$ cat src/rtl/round_judge_pkg.sv
// Shared encodings for the rock-paper-scissors style animal judge:
// choice codes, FSM states, scenario bit positions and the outcome/rule decode.
package round_judge_pkg;

   localparam logic [2:0] CAT     = 3'b001;
   localparam logic [2:0] DOG     = 3'b010;
   localparam logic [2:0] CHICKEN = 3'b100;

   typedef enum logic [2:0] {
      P1_WAIT = 3'd0,
      P2_WAIT = 3'd1,
      SHOW    = 3'd2,
      SCORE   = 3'd3,
      OVER    = 3'd4
   } state_t;

   // Scenario bit positions, player 1 choice first, MSB = catCat.
   localparam int unsigned SC_CAT_CAT         = 32'd8;
   localparam int unsigned SC_CAT_DOG         = 32'd7;
   localparam int unsigned SC_CAT_CHICKEN     = 32'd6;
   localparam int unsigned SC_DOG_CAT         = 32'd5;
   localparam int unsigned SC_DOG_DOG         = 32'd4;
   localparam int unsigned SC_DOG_CHICKEN     = 32'd3;
   localparam int unsigned SC_CHICKEN_CAT     = 32'd2;
   localparam int unsigned SC_CHICKEN_DOG     = 32'd1;
   localparam int unsigned SC_CHICKEN_CHICKEN = 32'd0;

   function automatic logic is_one_hot(input logic [2:0] c);
      return (c == CAT) || (c == DOG) || (c == CHICKEN);
   endfunction

   function automatic logic [8:0] decode_scenario(input logic [2:0] c1, input logic [2:0] c2);
      logic [8:0] s;
      s = 9'b0;
      case ({c1, c2})
         {CAT, CAT}:         s[SC_CAT_CAT]         = 1'b1;
         {CAT, DOG}:         s[SC_CAT_DOG]         = 1'b1;
         {CAT, CHICKEN}:     s[SC_CAT_CHICKEN]     = 1'b1;
         {DOG, CAT}:         s[SC_DOG_CAT]         = 1'b1;
         {DOG, DOG}:         s[SC_DOG_DOG]         = 1'b1;
         {DOG, CHICKEN}:     s[SC_DOG_CHICKEN]     = 1'b1;
         {CHICKEN, CAT}:     s[SC_CHICKEN_CAT]     = 1'b1;
         {CHICKEN, DOG}:     s[SC_CHICKEN_DOG]     = 1'b1;
         {CHICKEN, CHICKEN}: s[SC_CHICKEN_CHICKEN] = 1'b1;
         default:            s = 9'b0;
      endcase
      return s;
   endfunction

   // Returns {player2 wins, player1 wins}; 2'b00 on a draw.
   function automatic logic [1:0] judge(input logic [2:0] c1, input logic [2:0] c2);
      logic [1:0] r;
      case ({c1, c2})
         {DOG, CAT}, {CAT, CHICKEN}, {CHICKEN, DOG}: r = 2'b01;
         {CAT, DOG}, {CHICKEN, CAT}, {DOG, CHICKEN}: r = 2'b10;
         default:                                     r = 2'b00;
      endcase
      return r;
   endfunction

endpackage

$ cat src/rtl/round_judge_if.sv
// Player/drawing-side signal bundle of round_judge; the judge is the slave.
interface round_judge_if;
   logic [2:0] sw_choice;
   logic       key_n;
   logic       draw_done;
   logic [8:0] scenario;
   logic       scenario_valid;
   logic       winner1;
   logic       winner2;
   logic [3:0] player1;
   logic [3:0] player2;
   logic [1:0] awaiting;
   logic       invalid;
   logic       match_over;

   modport master (
      output sw_choice, key_n, draw_done,
      input  scenario, scenario_valid, winner1, winner2,
      input  player1, player2, awaiting, invalid, match_over
   );

   modport slave (
      input  sw_choice, key_n, draw_done,
      output scenario, scenario_valid, winner1, winner2,
      output player1, player2, awaiting, invalid, match_over
   );
endinterface

$ cat src/rtl/round_judge_key_debounce.sv
// Two-flop synchronizer plus symmetric debouncer for the active-low confirm key;
// emits one press pulse per stable low period.
module key_debounce #(
   parameter int unsigned DEBOUNCE_CYCLES = 500000
) (
   input  logic clk,
   input  logic resetn,
   input  logic key_n,
   output logic press
);

   localparam int unsigned CNT_W = (DEBOUNCE_CYCLES > 32'd1) ? $clog2(DEBOUNCE_CYCLES) : 32'd1;
   localparam logic [CNT_W-1:0] CNT_LAST = CNT_W'(DEBOUNCE_CYCLES - 32'd1);

   logic             sync1_r;
   logic             sync2_r;
   logic             armed_r;
   logic             press_r;
   logic [CNT_W-1:0] cnt_r;

   // Armed: count low cycles toward a press; disarmed: count high cycles toward re-arm.
   always_ff @(posedge clk or negedge resetn) begin
      if (!resetn) begin
         sync1_r <= 1'b0;
         sync2_r <= 1'b0;
         armed_r <= 1'b1;
         press_r <= 1'b0;
         cnt_r   <= '0;
      end else begin
         sync1_r <= key_n;
         sync2_r <= sync1_r;
         press_r <= 1'b0;
         if (armed_r == !sync2_r) begin
            if (cnt_r == CNT_LAST) begin
               press_r <= armed_r;
               armed_r <= !armed_r;
               cnt_r   <= '0;
            end else begin
               cnt_r <= cnt_r + 1'b1;
            end
         end else begin
            cnt_r <= '0;
         end
      end
   end

   assign press = press_r;

endmodule

$ cat src/rtl/round_judge.sv
// Two-player animal judge: collects both choices via the debounced key, shows
// the outcome until the drawing controller is done, then scores the round.
module round_judge
   import round_judge_pkg::*;
#(
   parameter int unsigned DEBOUNCE_CYCLES = 500000,
   parameter int unsigned WIN_SCORE       = 5
) (
   input logic          clk,
   input logic          resetn,
   round_judge_if.slave bus
);

   localparam logic [3:0] WIN_VAL = 4'(WIN_SCORE);

   state_t     state_r;
   logic [2:0] choice1_r;
   logic [2:0] choice2_r;
   logic [3:0] player1_r;
   logic [3:0] player2_r;
   logic [8:0] scenario_r;
   logic       scenario_valid_r;
   logic       winner1_r;
   logic       winner2_r;
   logic       invalid_r;
   logic       match_over_r;
   logic [1:0] awaiting_r;
   logic       press_s;
   logic [1:0] win_s;

   key_debounce #(.DEBOUNCE_CYCLES(DEBOUNCE_CYCLES)) u_key (
      .clk    (clk),
      .resetn (resetn),
      .key_n  (bus.key_n),
      .press  (press_s)
   );

   // Round result from the latched choices.
   always_comb begin
      win_s = judge(choice1_r, choice2_r);
   end

   // Round FSM with all outputs registered.
   always_ff @(posedge clk or negedge resetn) begin
      if (!resetn) begin
         state_r          <= P1_WAIT;
         choice1_r        <= 3'b000;
         choice2_r        <= 3'b000;
         player1_r        <= 4'd0;
         player2_r        <= 4'd0;
         scenario_r       <= 9'b0;
         scenario_valid_r <= 1'b0;
         winner1_r        <= 1'b0;
         winner2_r        <= 1'b0;
         invalid_r        <= 1'b0;
         match_over_r     <= 1'b0;
         awaiting_r       <= 2'b01;
      end else begin
         winner1_r <= 1'b0;
         winner2_r <= 1'b0;
         invalid_r <= 1'b0;
         case (state_r)
            P1_WAIT: begin
               if (press_s) begin
                  if (is_one_hot(bus.sw_choice)) begin
                     choice1_r  <= bus.sw_choice;
                     state_r    <= P2_WAIT;
                     awaiting_r <= 2'b10;
                  end else begin
                     invalid_r <= 1'b1;
                  end
               end
            end
            P2_WAIT: begin
               if (press_s) begin
                  if (is_one_hot(bus.sw_choice)) begin
                     choice2_r        <= bus.sw_choice;
                     state_r          <= SHOW;
                     awaiting_r       <= 2'b00;
                     scenario_r       <= decode_scenario(choice1_r, bus.sw_choice);
                     scenario_valid_r <= 1'b1;
                  end else begin
                     invalid_r <= 1'b1;
                  end
               end
            end
            SHOW: begin
               // Score lands together with the winner pulse on entry to SCORE.
               if (bus.draw_done) begin
                  state_r          <= SCORE;
                  scenario_r       <= 9'b0;
                  scenario_valid_r <= 1'b0;
                  winner1_r        <= win_s[0];
                  winner2_r        <= win_s[1];
                  if (win_s[0] && (player1_r < WIN_VAL)) begin
                     player1_r <= player1_r + 4'd1;
                  end
                  if (win_s[1] && (player2_r < WIN_VAL)) begin
                     player2_r <= player2_r + 4'd1;
                  end
               end
            end
            SCORE: begin
               if ((player1_r == WIN_VAL) || (player2_r == WIN_VAL)) begin
                  state_r      <= OVER;
                  match_over_r <= 1'b1;
               end else begin
                  state_r    <= P1_WAIT;
                  awaiting_r <= 2'b01;
               end
            end
            OVER: begin
               state_r <= OVER;
            end
            default: begin
               state_r          <= P1_WAIT;
               awaiting_r       <= 2'b01;
               scenario_r       <= 9'b0;
               scenario_valid_r <= 1'b0;
            end
         endcase
      end
   end

   assign bus.scenario       = scenario_r;
   assign bus.scenario_valid = scenario_valid_r;
   assign bus.winner1        = winner1_r;
   assign bus.winner2        = winner2_r;
   assign bus.player1        = player1_r;
   assign bus.player2        = player2_r;
   assign bus.awaiting       = awaiting_r;
   assign bus.invalid        = invalid_r;
   assign bus.match_over     = match_over_r;

endmodule

$ cat src/flat_wrapper.sv
// flat-port wrapper written by rule: the top's interface ports become plain ports
module round_judge_flat import round_judge_pkg::*;
#(
   parameter int unsigned DEBOUNCE_CYCLES = 500000,
   parameter int unsigned WIN_SCORE       = 5
)
  (clk, resetn, bus_sw_choice, bus_key_n, bus_draw_done, bus_scenario, bus_scenario_valid, bus_winner1, bus_winner2, bus_player1, bus_player2, bus_awaiting, bus_invalid, bus_match_over);
  round_judge_if bus_i ();
  input logic clk;
  input logic resetn;
  input wire logic [$bits(bus_i.sw_choice)-1:0] bus_sw_choice;
  input wire logic [$bits(bus_i.key_n)-1:0] bus_key_n;
  input wire logic [$bits(bus_i.draw_done)-1:0] bus_draw_done;
  output wire logic [$bits(bus_i.scenario)-1:0] bus_scenario;
  output wire logic [$bits(bus_i.scenario_valid)-1:0] bus_scenario_valid;
  output wire logic [$bits(bus_i.winner1)-1:0] bus_winner1;
  output wire logic [$bits(bus_i.winner2)-1:0] bus_winner2;
  output wire logic [$bits(bus_i.player1)-1:0] bus_player1;
  output wire logic [$bits(bus_i.player2)-1:0] bus_player2;
  output wire logic [$bits(bus_i.awaiting)-1:0] bus_awaiting;
  output wire logic [$bits(bus_i.invalid)-1:0] bus_invalid;
  output wire logic [$bits(bus_i.match_over)-1:0] bus_match_over;
  assign bus_i.sw_choice = bus_sw_choice;
  assign bus_i.key_n = bus_key_n;
  assign bus_i.draw_done = bus_draw_done;
  assign bus_scenario = bus_i.scenario;
  assign bus_scenario_valid = bus_i.scenario_valid;
  assign bus_winner1 = bus_i.winner1;
  assign bus_winner2 = bus_i.winner2;
  assign bus_player1 = bus_i.player1;
  assign bus_player2 = bus_i.player2;
  assign bus_awaiting = bus_i.awaiting;
  assign bus_invalid = bus_i.invalid;
  assign bus_match_over = bus_i.match_over;
  round_judge #(.DEBOUNCE_CYCLES(DEBOUNCE_CYCLES), .WIN_SCORE(WIN_SCORE)) u_core (.clk(clk), .resetn(resetn), .bus(bus_i));
endmodule
$ cat config.mk
export PLATFORM = sky130hd
export DESIGN_NAME = round_judge_flat
export DESIGN_NICKNAME = d
export VERILOG_FILES = /design/src/rtl/round_judge_pkg.sv /design/src/rtl/round_judge_if.sv /design/src/rtl/round_judge_key_debounce.sv /design/src/rtl/round_judge.sv /design/src/flat_wrapper.sv
export SDC_FILE = /design/constraint.sdc
export NUM_CORES = 1
export LEC_CHECK = 0
export ABC_AREA = 0
export CAP_MARGIN = 10
export CORE_MARGIN = 2
export CORE_UTILIZATION = 60
export DETAILED_ROUTE_END_ITERATION = 10
export GPL_ROUTABILITY_DRIVEN = 0
export GPL_TIMING_DRIVEN = 0
export PLACE_DENSITY = 0.95
export RECOVER_POWER = 100
export SLEW_MARGIN = 5
export SYNTH_ARGS = -nofsm -noshare
export SYNTH_HDL_FRONTEND = slang
export SYNTH_SLANG_ARGS = --single-unit
$ cat constraint.sdc
create_clock -name clk -period 3.05 [get_ports clk]
set_clock_uncertainty 0.05 [all_clocks]
set_input_delay 0.61 -clock clk [delete_from_list [all_inputs] [get_ports clk]]
set_output_delay 0.61 -clock clk [all_outputs]
set_load 0.02 [all_outputs]
==> impl_results.md, run 1 <==
* Crit-path max FO at 10
* Number of port buffers at 29
* Top Ports at 31
* Area after DPL at 3250 µm²
* Pwr Density at 365 nW/µm²
* Syn_nets at 286
* P_leak at 1.49 nW
* Most frequent cells in the layout: dfrtp_1, dlygate4sd3_1, nand2_1, nor2_1, a21oi_1
* Critical path's slowest cell: dlygate4sd3_1
* Fin crit period at 2570 ps
* Min-delay src: u_core.u_key.sync1_r$_DFF_PN0_
* Fin Setup TNS at 0 ps
* Worst hold path type: register to register
* Post-place setup slack at 333 ps
* Wirelength per Cell at 16.0 µm
* Largest net degree at the start of global routing at 35
* PnR worst setup slack at 476 ps
* Type of origin of the critical path: primary input
* Fill cells at 314
* Fmax at 0.389 GHz
* Post-Syn Instances at 272
* Worst path arrival time at 2720 ps
* Crit Path Class: primary input to register
* Max Cap Violations at 0
* Vias/cell at 6.01
* NumNets Final at 323
* Final Non-Filler Cells at 364
* First-pass GRT wire length at 9.85 mm
* Total grt overflow at 0
* Post-DP HPWL at 4.23 mm
* Crit-path cells: dlygate4sd3_1, clkbuf_1, o21ai_0, o211ai_1, o211a_1, buf_2, a2bb2o_1
* Post-route DRC at 0
* Core Util, Final at 71.0%
* Reg clk slew, reported paths at 100 ps
* Unrepaired setup endpoints after global routing: false
* Grt peak-use layer: met2
* Cell variety after synth at 56
* Clock Latency Late Sink at 300 ps
* Worst Setup End Kind: register
* R2R Path End: u_core.u_key.cnt_r[12]$_DFF_PN0_
* M2 GR Usage at 37.9%
* Final setup fails at 0
* Yosys warns at 0
* Avg Cell Area, Syn at 10.6 µm²
* Resized cells post-CTS at 0
* Post-Syn Area at 2880 µm²
* Row count at 25
* Die width at 73.2 µm
* GRT Util Overall at 23.8%
* Share of layout cells above drive strength 1 at 9.35%
* CP max stage delay at 570 ps
* Slew headroom at 21.4%
* Clock tree root driver cell: clkbuf_8
* Status: completed
* R2r setup slk at 630 ps
* Vias in the first global route at 2108
* Largest vdd supply drop at 0.340 mV
* Post-synth ARST share at 100%
* Drt total wl at 5.83 mm
* Maximum buffer depth of the clock tree at 2
* Register area share after synthesis at 48.8%
* Antenna Cells at 0
* Yosys reg bits at 56
* Final antenna-violating net count at 0
* Die area at 5360 µm²
* Fin crit share at 84.4%
* Most common cell after layout, fill and taps aside: dfrtp_1
* Power consumption at 1.21 mW
* Hold-critical path depth at 0
* Worst hold slack at 301 ps
* CTS Buf Count at 5
* CTS tree: yes
* Dpl cells at 356
* Post-route cell area at 3310 µm²
* Sequential Area at 1400 µm²
* Hold Buf Count CTS at 0
* Ys flop type: dfrtp_1
* Area Overhead vs Synth at 15.0%
* DR vias at 2189
* Setup Buffers After CTS at 0
* # clock sinks at 56
* Met3 Usage GRT at 4.42%
* DR iter-0 viols at 125
* FF-to-FF path depth at 6
* Multi-input logic area at 1340 µm²
* Initial antenna violation count at 0
* Hold violation count in the final report at 0
* CTS H-tree depth at 2
* Number of synthesized flops with an enable pin at 0
* Fin. max-slew vios at 0
* Met1 GRT Util at 33.4%
* Detailed Routing Iterations Pass 1 at 4
* Die height at 73.2 µm
* Initial Util at 61.7%
* Core box area at 4660 µm²
* Slew at the pin with the worst max-slew slack at 1180 ps
* Worst EP required at 3200 ps
* Worst flop-to-flop path startpoint: u_core.u_key.cnt_r[0]$_DFF_PN0_
* Worst Hold End: u_core.u_key.sync2_r$_DFF_PN0_
-- area by class of cell --
type / instances / area share [%]
Buffer: 14 / 2.27
Clock buffer: 7 / 2.61
Clock inverter: 1 / 0.227
Inverter: 10 / 1.13
Multi-Input combinational cell: 192 / 40.6
Sequential cell: 56 / 42.4
Tap cell: 54 / 2.04
Timing Repair Buffer: 30 / 8.73
-- worst max-delay path: cells and delay by family --
family	cells	cell delay [ps]
AO/OA/AOI/OAI	4	1140
buffers and inverters	3	980
-- metal layers --
metal / share of wire [%] / vias to the layer above
met5: 0 / -
met4: 0.48 / 0
met3: 3.3 / 2
met2: 51 / 44
met1: 45 / 1080
li1: - / 1063
-- kinds of logic (layout without fill, tap and decap cells) --
| kind of cell | count (synthesis) | count (layout) | share of synthesized area (%) |
|---|---|---|---|
| xor+xnor | 15 | 15 | 4.57 |
| mux | 8 | 8 | 3.13 |
| simple gates | 106 | 106 | 21.6 |
| fa+ha+maj | 7 | 7 | 3.04 |
| buf+inv | 24 | 62 | 4.09 |
| compound gates | 56 | 56 | 14.7 |
| flops | 56 | 56 | 48.8 |
-- report_power, final --
| part | switching (mW) | internal (mW) |
|---|---|---|
| sequential | 0.00340 | 0.747 |
| combinational | 0.0309 | 0.0123 |
| clock | 0.231 | 0.185 |
-- worst max-delay path by stage --
stage,start,endpoint,slack [ps]
after floorplan,bus_sw_choice[1],u_core.choice1_r[0]$_DFFE_PN0P_,1060
after global placement,resetn,u_core.u_key.cnt_r[5]$_DFF_PN0_,-320
after detailed placement,bus_sw_choice[2],u_core.choice1_r[2]$_DFFE_PN0P_,330
after CTS,bus_sw_choice[2],u_core.bus.scenario[8]$_DFFE_PN0P_,680
after global routing,bus_sw_choice[2],u_core.bus.scenario[8]$_DFFE_PN0P_,350
final,bus_sw_choice[2],u_core.bus.scenario[8]$_DFFE_PN0P_,480
-- synth_stat cells, types with 3 or more instances --
library cell / instances / share of area, %
nor4_1: 3 / 0.65
or2_1: 3 / 0.65
ha_1: 7 / 3.0
o21ai_0: 7 / 1.2
mux2_1: 5 / 2.0
mux2_2: 3 / 1.2
nand4_1: 4 / 0.87
inv_1: 10 / 1.3
xnor2_1: 8 / 2.4
and3_1: 4 / 0.87
nor4bb_1: 5 / 1.7
a22o_1: 3 / 0.91
o31ai_1: 3 / 0.78
nor2_1: 19 / 2.5
nand3b_1: 5 / 1.3
buf_2: 6 / 1.0
or3_1: 6 / 1.3
o2bb2ai_1: 4 / 1.2
nor3_1: 5 / 0.87
nand3_1: 10 / 1.7
clkbuf_1: 4 / 0.52
nand2b_1: 4 / 0.87
dfrtp_1: 54 / 47
nand2_1: 20 / 2.6
xor2_1: 7 / 2.1
a21oi_1: 18 / 3.1
nor3b_1: 3 / 0.78
-- flip-flops by register name, summed over array words and instances, names as in the netlist --
name / flops
u_core.bus.winner1: 1
u_core.u_key.cnt_r: 19
u_core.bus.player1: 4
u_core.bus.winner2: 1
u_core.choice1_r: 3
u_core.bus.scenario_valid: 1
u_core.bus.player2: 4
u_core.u_key.armed_r: 1
u_core.state_r: 3
u_core.choice2_r: 3
u_core.u_key.press: 1
u_core.u_key.sync1_r: 1
u_core.bus.invalid: 1
u_core.bus.scenario: 9
u_core.u_key.sync2_r: 1
u_core.bus.awaiting: 2
u_core.bus.match_over: 1
Power figures use the tool's default switching activity.
==> run 2, diff against run 1 <==
- CORE_UTILIZATION: 60 -> 56
- PLACE_DENSITY: 0.95 -> 0.9
- clock period: 3.05 -> 2.5 ns (I/O delays scaled with it)
==> impl_results.md, run 2 (synthesis results as in run 1) <==
* Top reg by flops: u_core.u_key.cnt_r
* # clock sinks at 56 (unchanged)
* Maximum buffer depth of the clock tree at 2 (unchanged)
* Die width at 75.7 µm (+3.3%)
* Most frequent cells in the layout: dfrtp_1, dlygate4sd3_1, nand2_1, nor2_1, a21oi_1
* Combinational share of power at 3.3% (-0.3 points)
* CTS tree: yes
* R2r setup slk at 210 ps (-420 ps)
* Unrepaired setup endpoints after global routing: false
* Top Ports at 31 (unchanged)
* Share of layout cells above drive strength 1 at 10.3% (+0.97 points)
* Initial Util at 57.0% (-4.7 points)
* Detailed Routing Iterations Pass 1 at 5 (+1)
* Fin crit period at 2310 ps
* Antenna Cells at 0 (unchanged)
* Die area at 5730 µm² (+6.7%)
* Wirelength per Cell at 14.5 µm (-9.2%)
* Reg clk slew, reported paths at 100 ps (about the same)
* Setup Buffers After CTS at 0 (unchanged)
* First-pass GRT wire length at 9.40 mm (-4.6%)
* Vias/cell at 5.68 (-5.5%)
* Dpl cells at 372 (+4.5%)
* Vias in the first global route at 2080 (-1.3%)
* Area Overhead vs Synth at 16.7%
* Worst Setup End Kind: register
* Largest net degree at the start of global routing at 41 (+17%)
* Pwr Density at 466 nW/µm² (+28%)
* Reg power frac at 58.5% (-3.5 points)
* P_leak at 1.50 nW (+0.89%)
* Row count at 26 (+4.0%)
* Sw power at 0.341 mW (+29%)
* CTS Buf Count at 5 (unchanged)
* Resized cells post-CTS at 0 (unchanged)
* Worst path arrival time at 2470 ps (-250 ps)
* Multi-input logic area at 1350 µm² (+0.47%)
* Crit-path max FO at 10 (unchanged)
* Status: completed
* CP max stage delay at 560 ps (about the same)
* Fill cells at 402 (+28%)
* GRT Util Overall at 21.8% (-2.0 points)
* Clock Latency Late Sink at 310 ps (about the same)
* Largest vdd supply drop at 0.441 mV (+30%)
* Die height at 75.7 µm (+3.3%)
* Final antenna-violating net count at 0 (unchanged)
* Type of origin of the critical path: primary input
* Critical path's slowest cell: dlygate4sd3_1
* Final setup fails at 0 (unchanged)
* Clock tree root driver cell: clkbuf_8
* CP delay by family, top: compound AO/OA/AOI/OAI gates
* Worst EP required at 2650 ps (-550 ps)
* DR iter-0 viols at 125 (unchanged)
* Fin crit share at 92.5%
* DR vias at 2160 (-1.3%)
* NumNets Final at 323 (unchanged)
* Fmax at 0.432 GHz
* Power consumption at 1.56 mW (+29%)
* Core Util, Final at 66.6% (-4.4 points)
* Crit Path Class: primary input to register
* Post-route DRC at 0 (unchanged)
* Clock share of power at 38.2% (+3.8 points)
* Hold violation count in the final report at 0 (unchanged)
* Initial antenna violation count at 0 (unchanged)
* Max Cap Violations at 0 (unchanged)
* Fin. max-slew vios at 0 (unchanged)
* Slew at the pin with the worst max-slew slack at 949 ps (-230 ps)
* Hold Buf Count CTS at 0 (unchanged)
* Drt total wl at 5.52 mm (-5.2%)
* Switching part of the total at 21.8% (-0.13 points)
* Core box area at 5040 µm² (+8.2%)
* Max reg flops at 19 (unchanged)
* Sequential Area at 1400 µm² (unchanged)
* Crit-path cells: dlygate4sd3_1, clkbuf_1, o21ai_1, o211ai_1, o211a_1, buf_2, a2bb2o_1
* Total grt overflow at 0 (unchanged)
* CTS H-tree depth at 2 (unchanged)
* Number of port buffers at 29 (unchanged)
* Slew headroom at 36.7% (+15 points)
* Post-DP HPWL at 4.04 mm (-4.5%)
* Most common cell after layout, fill and taps aside: dfrtp_1
* CP bufs+invs at 3 (unchanged)
* P_int at 1.22 mW (+30%)
* Final Non-Filler Cells at 380 (+4.4%)
* Worst hold path type: primary input to asynchronous set/reset pin
-- run 2: cell count changes in the layout (fill, tap and decap cells not counted), sizes merged --
cell	change
clkbuf	-3
buf	+1
bufinv	+1
clkinv	+1
-- run 2: power groups by stage --
stage	clock network [mW]	registers, mW	logic, mW
global route	0.646	0.917	0.0614
global placement	0	0.933	0.0541
floorplan	0	0.932	0.0232
finish	0.597	0.916	0.0519
detailed placement	0	0.933	0.0581
CTS	0.605	0.916	0.0582
-- run 2: per-stage QoR --
stage | cell area, µm² | setup slack (ps) | hold WS (ps) | setup TNS (ps)
2_1_floorplan | 2880 | 593 | 154 | 0
3_3_place_gp | 3250 | -775 | 285 | -42020
3_5_place_dp | 3270 | -17.9 | 295 | -35.8
4_1_cts | 3380 | 250 | 58.6 | 0
5_1_grt | 3360 | 93.0 | 307 | 0
6_report | 3360 | 188 | 224 | 0
-- run 2: final cells by class --
class | instances | share of cell area, %
flip-flops and latches | 56 | 41.8
inverters | 10 | 1.12
multi-input cells | 192 | 40.2
clock inverters | 3 | 1.27
plain buffers | 14 | 2.35
clock buffers | 5 | 2.05
well taps | 70 | 2.61
repair buffers | 30 | 8.61
-- run 2: routing by layer --
metal | vias up | global-route usage, % | part of all wire (%)
li1 | 1055 | - | -
met1 | 1057 | 28.1 | 43
met2 | 42 | 37.3 | 53
met3 | 6 | 4.50 | 3.0
met4 | 0 | 6.82 | 1.0
met5 | - | 0 | 0
-- run 2: worst paths after layout --
path	startpoint	end	cells past startpoint
min reg2reg	u_core.u_key.sync1_r$_DFF_PN0_	u_core.u_key.sync2_r$_DFF_PN0_	0
max in group asynchronous	resetn	u_core.bus.scenario[1]$_DFFE_PN0P_	2
min in group clk	u_core.u_key.sync1_r$_DFF_PN0_	u_core.u_key.sync2_r$_DFF_PN0_	0
max	bus_sw_choice[2]	u_core.bus.scenario[8]$_DFFE_PN0P_	7
min	resetn	u_core.bus.awaiting[1]$_DFFE_PN0P_	1
max reg2reg	u_core.choice1_r[2]$_DFFE_PN0P_	u_core.bus.player2[1]$_DFFE_PN0P_	5
==> run 3, diff against run 2 <==
- CORE_UTILIZATION: 56 -> 58
- CTS_BUF_LIST: default -> sky130_fd_sc_hd__clkbuf_4 sky130_fd_sc_hd__clkbuf_8
- HOLD_SLACK_MARGIN: default -> 0.06
- PLACE_DENSITY: 0.9 -> 0.93
- SYNTH_HIERARCHICAL: default -> 1
==> impl_results.md, run 3 <==
* Status: completed
* Cell taking the most area after synthesis: dfrtp_1
* Crit Path Class: register to register
* Drt total wl at 5.91 mm (+7.1%)
* Fmax at 0.425 GHz (-1.7%)
* Fin Setup TNS at 0 ps (unchanged)
* Setup Buffers After CTS at 0 (unchanged)
* CP max stage delay at 780 ps (+220 ps)
* Vias/cell at 6.01 (+5.7%)
* Area Overhead vs Synth at 13.6%
* Initial Util at 60.1% (+3.0 points)
* Register area share after synthesis at 49.5% (+0.69 points)
* Clock tree root driver cell: clkbuf_8
* Hold violation count in the final report at 0 (unchanged)
* Worst hold slack at 314 ps (+89.8 ps)
* FF-to-FF path depth at 6 (+1)
* Largest vdd supply drop at 0.422 mV (-4.5%)
* Initial antenna violation count at 0 (unchanged)
* Worst flop-to-flop path startpoint: u_core/u_key/cnt_r[0]$_DFF_PN0_
* GRT Util Overall at 24.1% (+2.3 points)
* Worst EP required at 2660 ps (about the same)
* Yosys warns at 6 (+6)
* Post-Syn Area at 2840 µm² (-1.4%)
* Fin. max-slew vios at 0 (unchanged)
* Unrepaired setup endpoints after global routing: false
* Die height at 73.9 µm (-2.3%)
* Type of origin of the critical path: register
* Fin crit period at 2350 ps (+39.4 ps)
* Final setup fails at 0 (unchanged)
* Synth top area cells: dfrtp_1, xnor2_1, nor2_1, ha_1, xor2_1
* Post-Syn Instances at 257 (-5.5%)
* Vias in the first global route at 2119 (+1.9%)
* Fin crit share at 94.1% (+1.6 points)
* Core box area at 4720 µm² (-6.3%)
* Worst Setup End Kind: register
* Resized cells post-CTS at 0 (unchanged)
* Ys flop type: dfrtp_1
* First-pass GRT wire length at 10.1 mm (+7.3%)
* Top reg by flops: u_core/u_key/cnt_r
* CTS tree: yes
* Post-route DRC at 0 (unchanged)
* # clock sinks at 56 (unchanged)
* Row count at 25 (-3.8%)
* Max reg flops at 19 (unchanged)
* Clock Latency Late Sink at 310 ps (about the same)
* Hold Buf Count CTS at 0 (unchanged)
* CTS Buf Count at 5 (unchanged)
* DR iter-0 viols at 169 (+35%)
* Crit-path max FO at 10 (unchanged)
* Cell variety after synth at 61 (+8.9%)
* Post-synth ARST share at 100% (unchanged)
* Post-DP HPWL at 4.16 mm (+2.9%)
* Crit path launch: u_core/u_key/cnt_r[0]$_DFF_PN0_
* DR vias at 2174 (+0.65%)
* Number of port buffers at 29 (unchanged)
* Wirelength per Cell at 16.3 µm (+12%)
* Slew headroom at 20.4% (-16 points)
* Detailed Routing Iterations Pass 1 at 4 (-1)
* Syn_nets at 271 (-5.2%)
* Largest net degree at the start of global routing at 35 (-15%)
* Worst path arrival time at 2510 ps (+40 ps)
* Final antenna-violating net count at 0 (unchanged)
* Core Util, Final at 68.2% (+1.7 points)
* Top Ports at 31 (unchanged)
* Max Cap Violations at 0 (unchanged)
* Pwr Density at 488 nW/µm² (+4.6%)
* Commonest cells in the netlist: dfrtp_1, nor2_1, nand2_1, inv_1, xnor2_1
* Power consumption at 1.57 mW (+0.46%)
* Die width at 73.9 µm (-2.3%)
* Yosys reg bits at 56 (unchanged)
* NumNets Final at 308 (-4.6%)
* CTS H-tree depth at 2 (unchanged)
* Die area at 5470 µm² (-4.5%)
* Worst hold path type: register to register
* Maximum buffer depth of the clock tree at 2 (unchanged)
* Most frequent cells in the layout: dfrtp_1, nor2_1, dlygate4sd3_1, nand2_1
* Total grt overflow at 0 (unchanged)
* Slew at the pin with the worst max-slew slack at 1190 ps (+246 ps)
* Critical path's slowest cell: o21ai_0
* Min-delay src: u_core/u_key/sync1_r$_DFF_PN0_
* Final Non-Filler Cells at 362 (-4.7%)
* Reg clk slew, reported paths at 90 ps (about the same)
* Fill cells at 353 (-12%)
* Antenna Cells at 0 (unchanged)
* P_leak at 1.45 nW (-3.6%)
* Most numerous cell in the Yosys netlist: dfrtp_1
* Dpl cells at 354 (-4.8%)
* Share of layout cells above drive strength 1 at 8.81% (-1.5 points)
* Hold-critical path depth at 0
* Post-synth top area share at 47.6% (+0.66 points)
* Avg Cell Area, Syn at 11.0 µm² (+4.4%)
* Number of synthesized flops with an enable pin at 0 (unchanged)
* Most common cell after layout, fill and taps aside: dfrtp_1
* Crit-path cells: ha_1, and4_1, nand4_1, o21ai_0, buf_6, nor2_1
## run 3: cell types whose count changed in the layout (fill, tap and decap cells not counted), sizes merged, moves of 4 or more
cell,delta
nand3,-4
o31ai,-4
nor4,+5
buf,-6
inv,+4
or3,-5
a21oi,-13
xnor2,+6
nor2,+10
nand2b,-4
## run 3: routing by layer
metal  GRT usage, %  vias up  share of wire (%)
met5              0        -                  0
met4           8.89        0                2.1
met3           3.93       16                3.6
met2           41.8       61                 53
met1           30.6     1099                 42
li1               -      998                  -
## run 3: final timing paths
check / slack [ps] / endpoint
hold / removal: 310 / u_core/u_key/sync2_r$_DFF_PN0_
setup reg to reg: 150 / u_core/u_key/cnt_r[16]$_DFF_PN0_
hold reg to reg: 310 / u_core/u_key/sync2_r$_DFF_PN0_
setup / recovery: 150 / u_core/u_key/cnt_r[16]$_DFF_PN0_
max in group asynchronous: 630 / u_core/u_key/cnt_r[14]$_DFF_PN0_
min in group asynchronous: 350 / u_core/bus.scenario[0]$_DFFE_PN0P_
## run 3: layout make-up
| class | instances | area (µm²) | share of cell area [%] |
|---|---|---|---|
| sequential | 56 | 1400 | 43.6 |
| multi-input combinational | 179 | 1260 | 39.0 |
| timing repair buffer | 30 | 289 | 8.97 |
| tap | 67 | 83.8 | 2.60 |
| clock buffer | 6 | 82.6 | 2.56 |
| inverter | 14 | 52.6 | 1.63 |
| buffer | 8 | 40.0 | 1.24 |
| clock inverter | 2 | 15.0 | 0.466 |
## run 3: cell families (layout without fill, tap and decap cells)
kind of cell	count (synthesis)	after routing	synth area share (%)
simple gates	100	100	21.9
flops	56	56	49.5
compound gates	42	42	11.9
xor+xnor	22	22	6.79
buf+inv	22	60	3.31
mux	8	8	3.48
fa+ha+maj	7	7	3.09
## run 3: worst max-delay path, delay by kind of cell, from the launching register on
kind | cells | cell delay (ps)
buf+inv | 1 | 240
flops | 1 | 420
compound gates | 1 | 780
simple gates | 3 | 480
fa+ha+maj | 1 | 270
## run 3: where the power goes
part / switching, mW / leakage [nW] / internal, mW
clock: 0.291 / 0.0434 / 0.225
sequential: 0.0118 / 0.744 / 0.920
combinational: 0.0855 / 0.658 / 0.0390
total: 0.388 / 1.45 / 1.18
## run 3: stage by stage
step / area, µm² / worst slack [ps]
3_5_place_dp: 3230 / -43.2
6_report: 3220 / 148
3_3_place_gp: 3210 / -690
4_1_cts: 3320 / 268
2_1_floorplan: 2840 / 646
5_1_grt: 3220 / 17.5
